<file path="config.mk">
export PLATFORM = sky130hd
export DESIGN_NAME = word_unpacker
export DESIGN_NICKNAME = d
export VERILOG_FILES = /design/src/rtl/word_unpacker_pkg.sv /design/src/rtl/word_unpacker_sync_fifo.sv /design/src/rtl/word_unpacker.sv
export SDC_FILE = /design/constraint.sdc
export NUM_CORES = 1
export LEC_CHECK = 0
export BUFFER_PORTS_ARGS = -buffer_cell sky130_fd_sc_hd__buf_2
export CAP_MARGIN = 15
export CORE_AREA = 2 2 133 135
export CTS_CLUSTER_SIZE = 40
export DETAILED_ROUTE_END_ITERATION = 10
export DIE_AREA = 0 0 135 137
export SYNTH_ARGS = -nofsm -noshare
export SYNTH_HDL_FRONTEND = slang
export SYNTH_SLANG_ARGS = --single-unit
</file>
<file path="constraint.sdc">
create_clock -name clk -period 2.8 [get_ports clk]
set_input_delay 0.28 -clock clk [delete_from_list [all_inputs] [get_ports clk]]
set_output_delay 0.28 -clock clk [all_outputs]
set_load 0.1 [all_outputs]
</file>
<file path="src/rtl/word_unpacker_pkg.sv">
// Shared defaults and width helpers for the word unpacker and its FIFO.
package word_unpacker_pkg;

   localparam int unsigned DEF_DATA_W = 32;
   localparam int unsigned DEF_LANE_W = 8;
   localparam int unsigned DEF_DEPTH  = 4;

   // ceil(log2(n)), never less than 1 so a 1-bit counter still exists
   function automatic int unsigned clog2_min1(input int unsigned n);
      int unsigned w;
      w = 1;
      while ((32'd1 << w) < n) w++;
      return w;
   endfunction

   function automatic int unsigned nlanes(input int unsigned data_w, input int unsigned lane_w);
      return data_w / lane_w;
   endfunction

   // Lane counter runs 0..NLANES-1
   function automatic int unsigned lane_cnt_w(input int unsigned data_w, input int unsigned lane_w);
      return clog2_min1(nlanes(data_w, lane_w));
   endfunction

   // FIFO pointers wrap modulo DEPTH (power of two)
   function automatic int unsigned ptr_w(input int unsigned depth);
      return clog2_min1(depth);
   endfunction

   // Occupancy must represent 0..DEPTH inclusive
   function automatic int unsigned fifo_cnt_w(input int unsigned depth);
      return ptr_w(depth) + 1;
   endfunction

endpackage

</file>
<file path="src/rtl/word_unpacker_sync_fifo.sv">
// DEPTH-entry synchronous FIFO; push is ignored when full, pop when empty.
module sync_fifo
   import word_unpacker_pkg::*;
#(
   parameter int unsigned WIDTH = DEF_DATA_W,
   parameter int unsigned DEPTH = DEF_DEPTH,
   localparam int unsigned PTR_W = ptr_w(DEPTH),
   localparam int unsigned CNT_W = fifo_cnt_w(DEPTH)
) (
   input  logic             clk,
   input  logic             reset_L,
   input  logic             push,
   input  logic             pop,
   input  logic [WIDTH-1:0] din,
   output logic [WIDTH-1:0] dout,
   output logic             full,
   output logic             empty,
   output logic [CNT_W-1:0] count
);

   logic [WIDTH-1:0] mem [DEPTH];
   logic [PTR_W-1:0] wr_ptr;
   logic [PTR_W-1:0] rd_ptr;
   logic             wr_en;
   logic             rd_en;

   assign full  = (count == CNT_W'(DEPTH));
   assign empty = (count == '0);
   assign wr_en = push && !full;
   assign rd_en = pop && !empty;
   assign dout  = mem[rd_ptr];

   // Pointer and occupancy tracking; pointers wrap naturally at DEPTH
   always_ff @(posedge clk or negedge reset_L) begin
      if (!reset_L) begin
         wr_ptr <= '0;
         rd_ptr <= '0;
         count  <= '0;
      end else begin
         if (wr_en) wr_ptr <= wr_ptr + 1'b1;
         if (rd_en) rd_ptr <= rd_ptr + 1'b1;
         case ({wr_en, rd_en})
            2'b10:   count <= count + 1'b1;
            2'b01:   count <= count - 1'b1;
            default: count <= count;
         endcase
      end
   end

   // Storage array; contents are don't-care until written
   always_ff @(posedge clk) begin
      if (wr_en) mem[wr_ptr] <= din;
   end

endmodule

</file>
<file path="src/rtl/word_unpacker.sv">
// Buffers DATA_W-bit words and streams them out one LANE_W-bit lane per transfer.
module word_unpacker
   import word_unpacker_pkg::*;
#(
   parameter int unsigned DATA_W    = DEF_DATA_W,
   parameter int unsigned LANE_W    = DEF_LANE_W,
   parameter int unsigned DEPTH     = DEF_DEPTH,
   parameter int unsigned MSB_FIRST = 1
) (
   input  logic              clk,
   input  logic              reset_L,
   input  logic [DATA_W-1:0] data_in,
   input  logic              valid_in,
   output logic              ready_in,
   output logic [LANE_W-1:0] data_out,
   output logic              valid_out,
   input  logic              ready_out,
   output logic              last_out,
   output logic              overflow
);

   localparam int unsigned NLANES = nlanes(DATA_W, LANE_W);
   localparam int unsigned LCNT_W = lane_cnt_w(DATA_W, LANE_W);
   localparam int unsigned FCNT_W = fifo_cnt_w(DEPTH);

   logic [DATA_W-1:0] head;
   logic              full;
   logic              empty;
   logic [FCNT_W-1:0] unused_fifo_count;
   logic [LCNT_W-1:0] lane_cnt;
   logic [LCNT_W-1:0] lane_idx;
   logic              lane_last;
   logic              lane_xfer;
   logic              word_pop;

   // Occupancy is visible through full/empty; the raw count is not needed here
   sync_fifo #(
      .WIDTH (DATA_W),
      .DEPTH (DEPTH)
   ) u_fifo (
      .clk     (clk),
      .reset_L (reset_L),
      .push    (valid_in),
      .pop     (word_pop),
      .din     (data_in),
      .dout    (head),
      .full    (full),
      .empty   (empty),
      .count   (unused_fifo_count)
   );

   assign ready_in  = !full;
   assign valid_out = !empty;
   assign lane_last = (lane_cnt == LCNT_W'(NLANES - 1));
   assign lane_xfer = valid_out && ready_out;
   assign word_pop  = lane_xfer && lane_last;
   assign last_out  = lane_last && valid_out;
   assign lane_idx  = (MSB_FIRST != 0) ? (LCNT_W'(NLANES - 1) - lane_cnt) : lane_cnt;

   // Lane mux from the head word; forced to zero while nothing is buffered
   always_comb begin
      data_out = '0;
      if (valid_out) begin
         for (int unsigned i = 0; i < NLANES; i++) begin
            if (LCNT_W'(i) == lane_idx) data_out = head[i*LANE_W +: LANE_W];
         end
      end
   end

   // Lane position advances per transfer, wrapping together with the head pop; sticky overflow
   always_ff @(posedge clk or negedge reset_L) begin
      if (!reset_L) begin
         lane_cnt <= '0;
         overflow <= 1'b0;
      end else begin
         if (lane_xfer) lane_cnt <= lane_last ? '0 : lane_cnt + 1'b1;
         if (valid_in && !ready_in) overflow <= 1'b1;
      end
   end

endmodule

</file>
# Yosys cells after proc, flatten, opt, wreduce, memory -nomap -nowiden
# Memories as Yosys holds them, arrays and structs flattened.
# Index checks and enable logic that the tools add are counted.
# totals
inputBits,36
ram_bits,128
n_memories,1
regBits,10
output_inout_bits,12
# classes
eq_ne,7
add_sub_neg,6
reduce_logical,11
n_mux,9
# mem_list
name,words,word_bits,rd,rd_clocked_by_memory_dff,write_ports,line_no,rtl
u_fifo.mem,4,32,1,0,1,word_unpacker_sync_fifo.sv:21,logic [WIDTH-1:0] mem [DEPTH];
# op_table
op,n
$mux 8,5
$add 2x1->2 const B,3
$logic_and 1x1->1,6
$pmux 3 s2,1
$eq 2x2->1 const A,2
$eq 2x2->1 const B,2
$add 3x1->3 const B,1
$eq 3x3->1 const B,1
$logic_not 3->1,1
$sub 3x1->3 const B,1
$eq 1x2->1 const A,1
$eq 2x1->1 const B,1
$logic_not 1->1,2
$logic_not 2->1,1
$mux 1,2
$mux 2,1
$reduce_bool 2->1,1
$sub 2x2->2 const A,1

# Depth between registers and ports, before layout
# depth
word_depth,7
depth_mapped,8
ltp_nobuf,8

# Hierarchy
# From an unflattened synthesis, not the netlist that was laid out.
# hier_totals
hier_cells,266
hier_area_um2,5695.5
# by_module_without_submodules
module,cells_per_inst,area_each_um2,instances,seq_area_each_um2
sync_fifo,205,5091.1,1,4018.9
word_unpacker,61,604.3,1,75.1

# Worst setup path before layout
# Ideal clock, no wire load.
# synth_path
kind,register -> register
start,register u_fifo.count[0]
end,"memory u_fifo.mem[0][0] (netlist bit), enable pin"
setup_ps,392
synth_period_minus_slack_ps,2585
t_arrival_ps,2193
slack_ps,215
path_stages_with_launch,4
path_cell_list,dfrtp_1 -> nor2_1 -> nand2_1 -> and3_1
# synth_between
elab_chain_len,5
# synth_rtl
item,line_no,rtl
"start, declared",word_unpacker_sync_fifo.sv:18,output logic [CNT_W-1:0] count
"start signal, assigned",word_unpacker_sync_fifo.sv:43,2'b10: count <= count + 1'b1;
"start signal, assigned",word_unpacker_sync_fifo.sv:44,2'b01: count <= count - 1'b1;
"start signal, assigned",word_unpacker_sync_fifo.sv:45,default: count <= count;
$eq 3x3->1,word_unpacker_sync_fifo.sv:27,assign full = (count == CNT_W'(DEPTH));
$logic_not 1->1,--,
via ready_in,word_unpacker.sv:14,"output logic ready_in,"
$logic_and 1x1->1,word_unpacker_sync_fifo.sv:29,assign wr_en = push && !full;
$mux 1,word_unpacker_sync_fifo.sv:52,if (wr_en) mem[wr_ptr] <= din;
$mux 1 (not written as such),word_unpacker_sync_fifo.sv:52,
"end, declared",word_unpacker_sync_fifo.sv:21,
# The timed path passes the listed nets, and every way through them passes these cells.

# Worst setup path after layout
# layout_path
start,register lane_cnt[0]
end,output port data_out[6]
# layout_between
elab_chain_len,7
# layout_rtl
item,line_no,rtl
"start, declared",word_unpacker.sv:30,logic [LCNT_W-1:0] lane_cnt;
"start signal, assigned",word_unpacker.sv:76,if (lane_xfer) lane_cnt <= lane_last ? '0 : lane_cnt + 1'b1;
$sub 2x2->2 *,word_unpacker.sv:58,assign lane_idx = (MSB_FIRST != 0) ? (LCNT_W'(NLANES - 1) - lane_cnt) : lane_cnt;
$logic_not 2->1,word_unpacker.sv:65,if (LCNT_W'(i) == lane_idx) data_out = head[i*LANE_W +: LANE_W];
$mux 8 (3 in series),word_unpacker.sv:65,
$mux 8 *,word_unpacker.sv:65,
$mux 8 *,word_unpacker.sv:63,if (valid_out) begin
"end, declared",word_unpacker.sv:15,"output logic [LANE_W-1:0] data_out,"
# Mark *: on every way between the ends. The rest lies on a longest branch, timed or not.

==> flow_summary.json <==
{
  "synth_seq_cells": 138,
  "fmax_ghz": 0.384,
  "cts_tree": "done",
  "setup_viol": 0,
  "max-vdd-ir-drop_mv": 1.27,
  "gr-total-overflow": 0,
  "reg2reg_slack_ns": 0.72,
  "hold_viol_final": 0,
  "setup.worst_path.end": "data_out[6]",
  "dr.pass1.iters": 4,
  "dieArea_um2": 18500,
  "antenna-diode-count": 0,
  "grt_max_degree": 33,
  "cts.reportedPaths.clkPinSlew_ns": 0.06,
  "core_region_area_um2": 17100,
  "initial_core_util": 0.334,
  "drv_slew": 0,
  "vias_per_cell": 4.72,
  "cts_buffer_depth": 2,
  "final_cell_mix": "edfxtp_1, mux2i_1, buf_2",
  "timing.rr.start": "u_fifo.count[2]$_DFFE_PN0P_",
  "ys.flop_type": "edfxtp_1",
  "fin_cells": 611,
  "synthArstFlopShare": 0.0725,
  "setup_tns_ns": 0,
  "status": "complete, no violations",
  "p_leak_nw": 2.52,
  "drt_iter0_markers": 142,
  "worstHoldPathCells": 1,
  "die_width_um": 135,
  "critical_path.max_fanout": 8,
  "grt_setup_unrepaired": "false",
  "crit_type": "flop to primary output",
  "synth_fp_nets": 359,
  "synth_edf_count": 128,
  "grt_pass1_wl_um": 17600,
  "yosysUniqueCellTypes": 36,
  "layout.nets": 421,
  "power_density_nw_per_um2": 1320,
  "endpoint_kind": "primary output",
  "critPathArrivalTime_ns": 2.33,
  "die_y_um": 137,
  "syn_avg_cell_area_um2": 18.2,
  "syn_inst": 313,
  "synth_area_um2": 5700,
  "syn_to_final_growth_pct": 21.2,
  "layout_min_cycle_time_ns": 2.61,
  "clock-sinks": 138,
  "clock_skew_ns": 0.00575,
  "via_count": 2884,
  "dpl_cell_area_um2": 6300,
  "portBuffers": 47,
  "wirelength_um": 11400,
  "worst_ep_required_time_ns": 2.52,
  "antenna_left": 0,
  "min_period_over_period": 0.931,
  "drv_cap": 0,
  "hold_class": "input port to flop",
  "yosys_warnings": 0,
  "final_area_um2": 6910,
  "rr_worst_depth": 8,
  "gp_routability_congestion": 0.714,
  "dp.cells": 580,
  "row_count": 48,
  "startpoint_type": "flop",
  "dp_hpwl_um": 7380,
  "cts-buffers-inserted": 17,
  "h-tree-depth": 4,
  "root_buffer": "clkbuf_16",
  "antenna_found_initial": 4,
  "wl_per_cell_um": 18.6,
  "post-cts-setup-buffers": 0,
  "final_common_cell": "edfxtp_1",
  "gr-usage-all-layers": 0.133,
  "max_slew.worst_pin.slew_ns": 0.711,
  "layout-drive-gt1-share": 0.337,
  "crit_path_start": "lane_cnt[0]$_DFFE_PN0P_",
  "yosysSeqAreaShare": 0.718,
  "worstReg2RegEnd": "u_fifo.count[2]$_DFFE_PN0P_",
  "clock_latency_ns": 0.41,
  "io_pins": 48,
  "slew_headroom": 0.525,
  "drc": 0,
  "grt_pass1_vias": 3129
}
layer usage:
layer,vias up,track usage,part of all wire
met5,-,0,0.0042
met4,8,0.0509,0.016
met3,26,0.0500,0.057
met2,50,0.221,0.49
met1,1425,0.157,0.43
li1,1375,-,-
synthesized netlist by cell type, types with 2 or more instances:
library cell	number	area [um2]
a21oi_2	8	70.1
nor2_1	2	7.51
xor2_1	2	17.5
a221o_1	8	80.1
inv_1	4	15.0
clkbuf_1	2	7.51
o22ai_1	15	93.8
dfrtp_1	10	250
nor2b_1	2	12.5
o21bai_1	8	60.1
and2_1	2	12.5
a221oi_2	8	120
buf_1	3	11.3
mux2i_1	48	480
nand2_1	5	18.8
mux2_2	15	169
ha_1	9	113
and3_1	4	25.0
mux2_1	4	45.0
xnor2_1	4	35.0
edfxtp_1	128	3840
buf_6	3	33.8
buf_4	6	45.0
area by class of cell:
cell class,count,area (um2)
clock buffer,18,429
clock inverter,12,151
fill,1560,10100
inverter,5,18.8
multi-input combinational,155,1490
sequential,138,4100
tap,225,282
timing repair buffer,58,440
kinds of logic (layout without fill, tap and decap cells):
kind of cell / count (synthesis) / count (layout) / synth area share
buffers and inverters: 20 / 93 / 0.0230
XOR/XNOR: 6 / 6 / 0.00922
flip-flops: 138 / 138 / 0.718
multiplexers: 67 / 67 / 0.122
AND/OR/NAND/NOR: 22 / 22 / 0.0250
AO/OA/AOI/OAI: 50 / 50 / 0.0795
adder cells (fa/ha/maj): 10 / 10 / 0.0233
stage by stage:
stage	hold WS (ns)	total power [mW]	utilization	setup WS, ns
detailed placement	0.170	7.04	0.369	0.413
floorplan	-0.0156	5.82	-	0.215
global placement	0.165	6.99	0.369	0.415
global route	0.0722	9.56	0.405	0.0451
finish	0.0839	9.15	0.405	0.194
CTS	0.0648	9.23	0.404	0.0763
critical path: stages, from the launching register on:
cell     delay [ns]
dfrtp_2        0.43
inv_1          0.09
ha_1           0.20
nor2b_1        0.60
a221o_1        0.33
a21oi_2        0.07
buf_12         0.18
flip-flops by register name (all words and copies together), names as in the netlist:
register and count:
lane_cnt 2, overflow 1, u_fifo.count 3, u_fifo.mem 128
u_fifo.rd_ptr 2, u_fifo.wr_ptr 2
power breakdown:
group	switching (mW)	total (mW)	leakage [nW]	internal, mW
Combinational	2.58	4.01	0.954	1.44
Clock	0.793	2.18	0.283	1.39
Sequential	0.203	2.96	1.29	2.75
Total	3.57	9.15	2.52	5.58
worst min path at each step:
stage	start	slack, ns	endpoint
after CTS	data_in[29]	0.06	u_fifo.mem[3][29]$_DFFE_PP_
after floorplan	reset_L	-0.02	lane_cnt[0]$_DFFE_PN0P_
after global placement	reset_L	0.17	overflow$_DFFE_PN0P_
after global routing	data_in[20]	0.07	u_fifo.mem[2][20]$_DFFE_PP_
final	data_in[0]	0.08	u_fifo.mem[0][0]$_DFFE_PP_
after detailed placement	reset_L	0.17	overflow$_DFFE_PN0P_
repair_timing:
action | in CTS | in global routing
resized for setup | 1 | 6
setup endpoints to repair | 2 | 8
hold buffers | 1 | 0
endpoints found under the hold margin | 10 | 0
(Power assumes the default switching activity.)
